## config.mk

```make
export PLATFORM = sky130hd
export DESIGN_NAME = unidade_pc
export DESIGN_NICKNAME = d
export VERILOG_FILES = /design/src/rtl/unidade_pc.sv
export SDC_FILE = /design/constraint.sdc
export NUM_CORES = 1
export LEC_CHECK = 0
export CORE_ASPECT_RATIO = 1.75
export CORE_MARGIN = 5
export CORE_UTILIZATION = 40
export CTS_BUF_LIST = sky130_fd_sc_hd__clkbuf_8 sky130_fd_sc_hd__clkbuf_16
export DETAILED_ROUTE_END_ITERATION = 8
export GPL_TIMING_DRIVEN = 1
export PLACE_DENSITY = 0.77
export SLEW_MARGIN = 20
export SYNTH_ARGS = -nofsm -noshare
export SYNTH_HDL_FRONTEND = slang
export SYNTH_SLANG_ARGS = --single-unit
```

## constraint.sdc

```tcl
create_clock -name clock -period 1.9 [get_ports clock]
set_clock_uncertainty 0.15 [all_clocks]
set_input_delay 0.38 -clock clock [delete_from_list [all_inputs] [get_ports clock]]
set_output_delay 0.38 -clock clock [all_outputs]
set_load 0.01 [all_outputs]
```

## src/rtl/unidade_pc.sv

```systemverilog
// unidade_pc
// Fetch-side program counter stage with IN-instruction stall, syscall trap,
// kernel swap into user mode and round-robin preemption on quantum expiry.
//
// Ports
//   clock, reset   rising-edge clock, synchronous active-high reset
//   Opcode         opcode of the instruction at PC
//   Halt           IN instruction in progress (wait for Confirm)
//   Desvio         control-flow instruction; 0 forces sequential PC
//   TypeJR         jump to register
//   Syscall_Sign   system call request
//   Zero           ALU equality result for BEQ/BNE
//   Imediato       absolute jump/branch target
//   RegJR          register operand, low PC_WIDTH bits used as target
//   Confirm        synchronized input-confirm button level
//   PC, EPC        current and saved return address
//   UserMode       1 while a user process runs
//   Stall          PC frozen waiting for Confirm
//   InAck          one-cycle pulse, register file captures the input value
//   Preempt        one-cycle pulse on quantum expiry
module unidade_pc #(
    parameter int                  PC_WIDTH     = 10,
    parameter logic [PC_WIDTH-1:0] KERNEL_ENTRY = '0,
    parameter int                  QUANTUM      = 16
) (
    input  logic                clock,
    input  logic                reset,
    input  logic [5:0]          Opcode,
    input  logic                Halt,
    input  logic                Desvio,
    input  logic                TypeJR,
    input  logic                Syscall_Sign,
    input  logic                Zero,
    input  logic [PC_WIDTH-1:0] Imediato,
    input  logic [31:0]         RegJR,
    input  logic                Confirm,
    output logic [PC_WIDTH-1:0] PC,
    output logic [PC_WIDTH-1:0] EPC,
    output logic                UserMode,
    output logic                Stall,
    output logic                InAck,
    output logic                Preempt
);

    typedef enum logic {RUN, WAIT_IN} state_t;

    localparam logic [5:0] OP_KERNEL_SWAP = 6'b100001;
    localparam logic [5:0] OP_JUMP        = 6'b000101;
    localparam logic [5:0] OP_BEQ         = 6'b001010;
    localparam logic [5:0] OP_BNE         = 6'b001011;
    localparam logic [7:0] QUANTUM_INIT   = 8'(QUANTUM);

    state_t              state_q, state_n;
    logic [PC_WIDTH-1:0] pc_q, pc_n;
    logic [PC_WIDTH-1:0] epc_q, epc_n;
    logic                user_q, user_n;
    logic [7:0]          count_q, count_n;
    logic                confirm_d;

    logic [PC_WIDTH-1:0] seq_pc;
    logic [PC_WIDTH-1:0] target;
    logic [PC_WIDTH-1:0] reg_target;
    logic                swap;
    logic                retire;
    logic                confirm_edge;
    logic                in_ack;
    logic                preempt;
    logic                unused_regjr_high;

    assign seq_pc            = pc_q + PC_WIDTH'(1);
    assign reg_target        = RegJR[PC_WIDTH-1:0];
    assign unused_regjr_high = ^RegJR[31:PC_WIDTH];
    assign confirm_edge      = Confirm & ~confirm_d;

    // A kernel swap only counts as a control-flow instruction issued from kernel
    // mode; in user mode the same opcode falls through as a NOP.
    assign swap = Desvio && (Opcode == OP_KERNEL_SWAP) && !user_q;

    // Branch resolution for an instruction retiring in RUN.
    always_comb begin
        target = seq_pc;
        if (Desvio) begin
            if (swap) begin
                target = reg_target;
            end else if (TypeJR) begin
                target = reg_target;
            end else if (Opcode == OP_JUMP) begin
                target = Imediato;
            end else if (((Opcode == OP_BEQ) && Zero) || ((Opcode == OP_BNE) && !Zero)) begin
                target = Imediato;
            end
        end
    end

    // Next-state logic. The quantum check runs after the per-state decision so
    // that a preempted instruction has already resolved its own successor,
    // which then becomes the saved return address.
    always_comb begin
        state_n = state_q;
        pc_n    = pc_q;
        epc_n   = epc_q;
        user_n  = user_q;
        count_n = count_q;
        retire  = 1'b0;
        in_ack  = 1'b0;
        preempt = 1'b0;

        case (state_q)
            RUN: begin
                if (Halt) begin
                    state_n = WAIT_IN;
                end else if (Syscall_Sign && user_q) begin
                    epc_n   = seq_pc;
                    pc_n    = KERNEL_ENTRY;
                    user_n  = 1'b0;
                    count_n = 8'd0;
                end else begin
                    retire = 1'b1;
                    pc_n   = target;
                    if (swap) begin
                        user_n  = 1'b1;
                        count_n = QUANTUM_INIT;
                    end
                end
            end
            WAIT_IN: begin
                if (confirm_edge) begin
                    in_ack  = 1'b1;
                    retire  = 1'b1;
                    pc_n    = seq_pc;
                    state_n = RUN;
                end
            end
            default: state_n = RUN;
        endcase

        if (retire && user_q && (count_q != 8'd0)) begin
            if (count_q == 8'd1) begin
                epc_n   = pc_n;
                pc_n    = KERNEL_ENTRY;
                user_n  = 1'b0;
                count_n = 8'd0;
                preempt = 1'b1;
            end else begin
                count_n = count_q - 8'd1;
            end
        end
    end

    // State registers.
    always_ff @(posedge clock) begin
        if (reset) begin
            state_q   <= RUN;
            pc_q      <= '0;
            epc_q     <= '0;
            user_q    <= 1'b0;
            count_q   <= 8'd0;
            confirm_d <= 1'b0;
        end else begin
            state_q   <= state_n;
            pc_q      <= pc_n;
            epc_q     <= epc_n;
            user_q    <= user_n;
            count_q   <= count_n;
            confirm_d <= Confirm;
        end
    end

    // Pulses are suppressed while reset is held so a reset cycle never
    // acknowledges input or signals a preemption.
    assign PC       = pc_q;
    assign EPC      = epc_q;
    assign UserMode = user_q;
    assign Stall    = (state_q == WAIT_IN) && !reset;
    assign InAck    = in_ack && !reset;
    assign Preempt  = preempt && !reset;

endmodule

```

==> flow_summary.html <==
<table>
<tr><th>Metric</th><th>Value</th></tr>
<tr><th colspan="2">Status</th></tr>
<tr><td>Outcome</td><td>finished, violations left</td></tr>
<tr><td>Violations in the final reports</td><td>setup timing</td></tr>
<tr><th colspan="2">Synthesis</th></tr>
<tr><td>Post-synthesis instance total</td><td>267</td></tr>
<tr><td>Count of cell types in the netlist</td><td>61</td></tr>
<tr><td>Biggest area contributors in the synthesized netlist</td><td>dfxtp_1 30%, nor2_1 7.2%, nand2_1 5.1%</td></tr>
<tr><td>Post-synth design cell area</td><td>2072 µm²</td></tr>
<tr><td>Post-Syn Nets</td><td>326</td></tr>
<tr><td>Area fraction in compound gates after synthesis</td><td>0.2989</td></tr>
<tr><td>Dominant register cell in the synthesized netlist</td><td>dfxtp_1</td></tr>
<tr><td>Proportion of netlist area held by the largest area contributor</td><td>0.2995</td></tr>
<tr><td>Share of synthesized cell area in full adder, half adder and majority cells</td><td>0.01812</td></tr>
<tr><td>Async set or reset register ratio after synthesis</td><td>0</td></tr>
<tr><td>Average size of a mapped cell</td><td>7.760 µm²</td></tr>
<tr><td>Number of enable flip-flop cells after synthesis</td><td>0</td></tr>
<tr><td>Synth warn</td><td>0</td></tr>
<tr><td>Cell type with the highest aggregate area in the netlist</td><td>dfxtp_1</td></tr>
<tr><td>Main combinational cell family by area after synthesis</td><td>compound AO/OA/AOI/OAI gates</td></tr>
<tr><td>Part of the Yosys area used for sequential elements</td><td>0.2995</td></tr>
<tr><td>Synthesis-stage register bit count</td><td>31</td></tr>
<tr><td>Simple-Gate Fraction of Synth Area</td><td>0.2844</td></tr>
<tr><td>Portion of netlist area occupied by mux cells</td><td>0.01510</td></tr>
<tr><td>Xor-xnor portion of the synthesized cell area</td><td>0.03804</td></tr>
<tr><th colspan="2">Final layout</th></tr>
<tr><td>Filler-free cell count of the finished design</td><td>457</td></tr>
<tr><td>Final #Nets</td><td>461</td></tr>
<tr><td>Most frequent cells in the layout</td><td>74 x buf_4, 40 x clkdlybuf4s50_1, 35 x nor2_1, 26 x dfxtp_1, 26 x nand2_1</td></tr>
<tr><td>Most frequent standard cell in the layout excluding fill and tap cells</td><td>buf_4</td></tr>
<tr><td>Total non-filler cell area in the finished layout</td><td>3662 µm²</td></tr>
<tr><td>Final Util</td><td>0.7296</td></tr>
<tr><td>Synthesis-to-finish area growth</td><td>76.75%</td></tr>
<tr><td>Fraction of final layout cells sized beyond drive strength 1</td><td>0.3672</td></tr>
<tr><td>Antenna cells</td><td>0</td></tr>
<tr><th colspan="2">Pwr</th></tr>
<tr><td>Leakage Power</td><td>1.533 nW</td></tr>
<tr><td>Power density relative to cell area</td><td>498.8 nW/µm²</td></tr>
<tr><td>Max VDD drop</td><td>368.0 µV</td></tr>
<tr><th colspan="2">STA</th></tr>
<tr><td>Setup repair after global routing missed its margin</td><td>true</td></tr>
<tr><td>Number of pins exceeding their max-slew limit in the final report</td><td>0</td></tr>
<tr><td>Relative max-transition margin</td><td>0.7507</td></tr>
<tr><td>Final critical-path setup slack</td><td>-0.4092 ns</td></tr>
<tr><td>Fraction of the cycle the final worst path needs</td><td>1.215</td></tr>
<tr><td>Count of final hold-check violations</td><td>0</td></tr>
<tr><td>Fmax</td><td>0.4331 GHz</td></tr>
<tr><td>Setup TNS</td><td>-4.964 ns</td></tr>
<tr><td>Actual slew at the worst max-slew pin</td><td>0.3701 ns</td></tr>
<tr><td>Final critical-path required period</td><td>2.309 ns</td></tr>
<tr><td>Final-report setup violation count</td><td>30</td></tr>
<tr><th colspan="2">Setup path</th></tr>
<tr><td>Cell with the largest stage delay on the worst path</td><td>or4_4</td></tr>
<tr><td>Nature of the critical path endpoint</td><td>output pin</td></tr>
<tr><td>Startpoint Class</td><td>register</td></tr>
<tr><td>Kind of critical path</td><td>register to output pin</td></tr>
<tr><td>Critical path peak fanout</td><td>2</td></tr>
<tr><td>Critical Path AT</td><td>1.78 ns</td></tr>
<tr><td>Cell family with most CP delay</td><td>simple AND/OR/NAND/NOR gates</td></tr>
<tr><td>Data required, critical path</td><td>1.37 ns</td></tr>
<tr><td>WP buf/inv</td><td>2</td></tr>
<tr><td>Ordered list of cells on the worst path</td><td>or4_4 &gt; nor2_2 &gt; and4b_2 &gt; inv_4 &gt; nor2_4 &gt; buf_6</td></tr>
<tr><td>Largest stage delay on the critical path</td><td>0.56 ns</td></tr>
<tr><th colspan="2">Place</th></tr>
<tr><td>Placed instance area</td><td>3193 µm²</td></tr>
<tr><td>Placed cells</td><td>434</td></tr>
<tr><td>Detailed Place HPWL</td><td>5809 µm</td></tr>
<tr><td>Port bufs</td><td>57</td></tr>
<tr><td>Minimum setup slack after placement</td><td>-0.8225 ns</td></tr>
<tr><td>Last weighted congestion value of the routability-driven placer</td><td>0.9921</td></tr>
<tr><th colspan="2">Global routing</th></tr>
<tr><td>Global-route usage over all layers</td><td>0.2512</td></tr>
<tr><td>Pin count of the biggest net entering global routing</td><td>18</td></tr>
<tr><td>Antenna violations before repair</td><td>0</td></tr>
<tr><td>Leftover overflow at the end of global routing</td><td>0</td></tr>
<tr><td>Via count of the first global-routing pass</td><td>2854</td></tr>
<tr><td>Global-route wire length before repair</td><td>13330 µm</td></tr>
<tr><th colspan="2">Floorplan</th></tr>
<tr><td>Num rows</td><td>34</td></tr>
<tr><td>Initial Util</td><td>0.4128</td></tr>
<tr><td>Die span in y</td><td>105.2 µm</td></tr>
<tr><td>Total Die Area</td><td>6776 µm²</td></tr>
<tr><td>Core ar.</td><td>5020 µm²</td></tr>
<tr><td>Horizontal die dimension</td><td>64.41 µm</td></tr>
<tr><td>Number of top-level pins</td><td>80</td></tr>
<tr><th colspan="2">Drt</th></tr>
<tr><td>WL final</td><td>8556 µm</td></tr>
<tr><td>Number of iterations in the first detailed-routing pass</td><td>5</td></tr>
<tr><td>Remaining routing DRC violations</td><td>0</td></tr>
<tr><td>Number of DRC markers after the initial detailed-route iteration</td><td>124</td></tr>
<tr><td>WL per Instance</td><td>18.72 µm</td></tr>
<tr><td>Routed vias</td><td>2677</td></tr>
<tr><td>Antenna-violating nets left</td><td>0</td></tr>
<tr><td>Number of vias per cell</td><td>5.858</td></tr>
<tr><th colspan="2">CTS</th></tr>
<tr><td>Worst-skew pair later-pin latency</td><td>0.30 ns</td></tr>
<tr><td>Total CTS buffers</td><td>5</td></tr>
<tr><td>CTS max path bufs</td><td>2</td></tr>
<tr><td>Clock tree from TritonCTS</td><td>built</td></tr>
<tr><td>H-Tree Depth</td><td>2</td></tr>
<tr><td>Clock-pin slew on the worst setup and hold paths</td><td>0.07 ns</td></tr>
<tr><td>Count of clock tree sinks</td><td>31</td></tr>
<tr><td>Clock root cell</td><td>clkbuf_8</td></tr>
<tr><th colspan="2">Min path</th></tr>
<tr><td>Worst min-delay path class</td><td>register to register</td></tr>
<tr><th colspan="2">Flow run</th></tr>
<tr><td>Max-cap violations</td><td>0</td></tr>
</table>
==> layer usage <==
layer  GRT usage  part of all wire  up-vias
li1            -                 -     1258
met2      0.4734              0.57      112
met1      0.2450              0.34     1281
met5           0                 0        -
met3     0.04260             0.050       26
met4      0.1558             0.038        0
==> registers in the layout, indices dropped and copies added, names as in the netlist <==
register	cells
state_q	1
confirm_d	1
PC	10
UserMode	1
EPC	10
count_q	8
==> tightest hold or removal path, cell delays in order (launching register included) <==
cell and delay [ns]:
dfxtp_2 0.32, nand2_1 0.06, a21oi_1 0.06
==> path summary, 6_finish.rpt <==
path                                   end  depth (start not counted)  startpoint  slack (ns)
worst max-delay path               Preempt                          6  count_q[4]       -0.41
worst min-delay path            count_q[7]                          2  count_q[7]        0.33
worst max register to register  count_q[6]                          8  count_q[4]       -0.35
worst min register to register  count_q[7]                          2  count_q[7]        0.33
==> cells in the mapped netlist, types with 2 or more instances <==
cell	number
nor2_1	40
dfxtp_1	31
nand2_1	28
a21oi_1	20
a211oi_1	10
nand3_1	10
nor3_1	9
o21ai_0	8
a21o_1	6
a31oi_1	6
inv_1	5
xor2_1	5
buf_2	4
clkbuf_1	4
nand3b_1	4
o31a_1	4
xnor2_1	4
a32oi_1	3
and2_1	3
and3_1	3
ha_1	3
nor2b_1	3
o221ai_1	3
o31ai_1	3
or2_2	3
a211oi_2	2
buf_6	2
mux2i_1	2
nand4_1	2
o211ai_1	2
o21a_1	2
o21bai_1	2
or3_1	2
or4_1	2
==> area by class of cell <==
cell class	count	area, µm²
Sequential cell	31	626.9
Fill cell	367	1358
Inverter	6	25.02
Clock buffer	6	82.58
Timing Repair Buffer	139	1215
Clock inverter	2	35.03
Multi-Input combinational cell	219	1610
Tap cell	54	67.56
==> cells by family (layout without fill, tap and decap cells) <==
family,Yosys count,in the layout
adders and majority gates,3,3
muxes,3,3
xor gates and xnor gates,9,9
AOI/OAI and AO/OA,84,84
buffers and inverters,18,153
and+or+nand+nor,119,120
DFF,31,31
==> report_power, final <==
part / leakage, nW / switching [mW] / internal (mW)
Clock: 0.0612 / 0.283 / 0.424
Combinational: 1.22 / 0.210 / 0.225
Sequential: 0.253 / 0.0168 / 0.667
==> repair_timing <==
action,in CTS,in global routing
hold buffers,0,0
pin swaps,17,11
resized for setup,58,24
setup buffers,14,5
setup endpoints to repair,33,33
gates cloned,1,0
==> through the flow <==
step | power (mW) | hold WS, ns
finish | 1.827 | 0.3276
global route | 1.883 | 0.3599
CTS | 1.797 | 0.3117
detailed placement | 1.079 | 0.3100
global placement | 1.072 | 0.3064
floorplan | 0.8666 | 0.2897
Power figures use the tool's default switching activity.
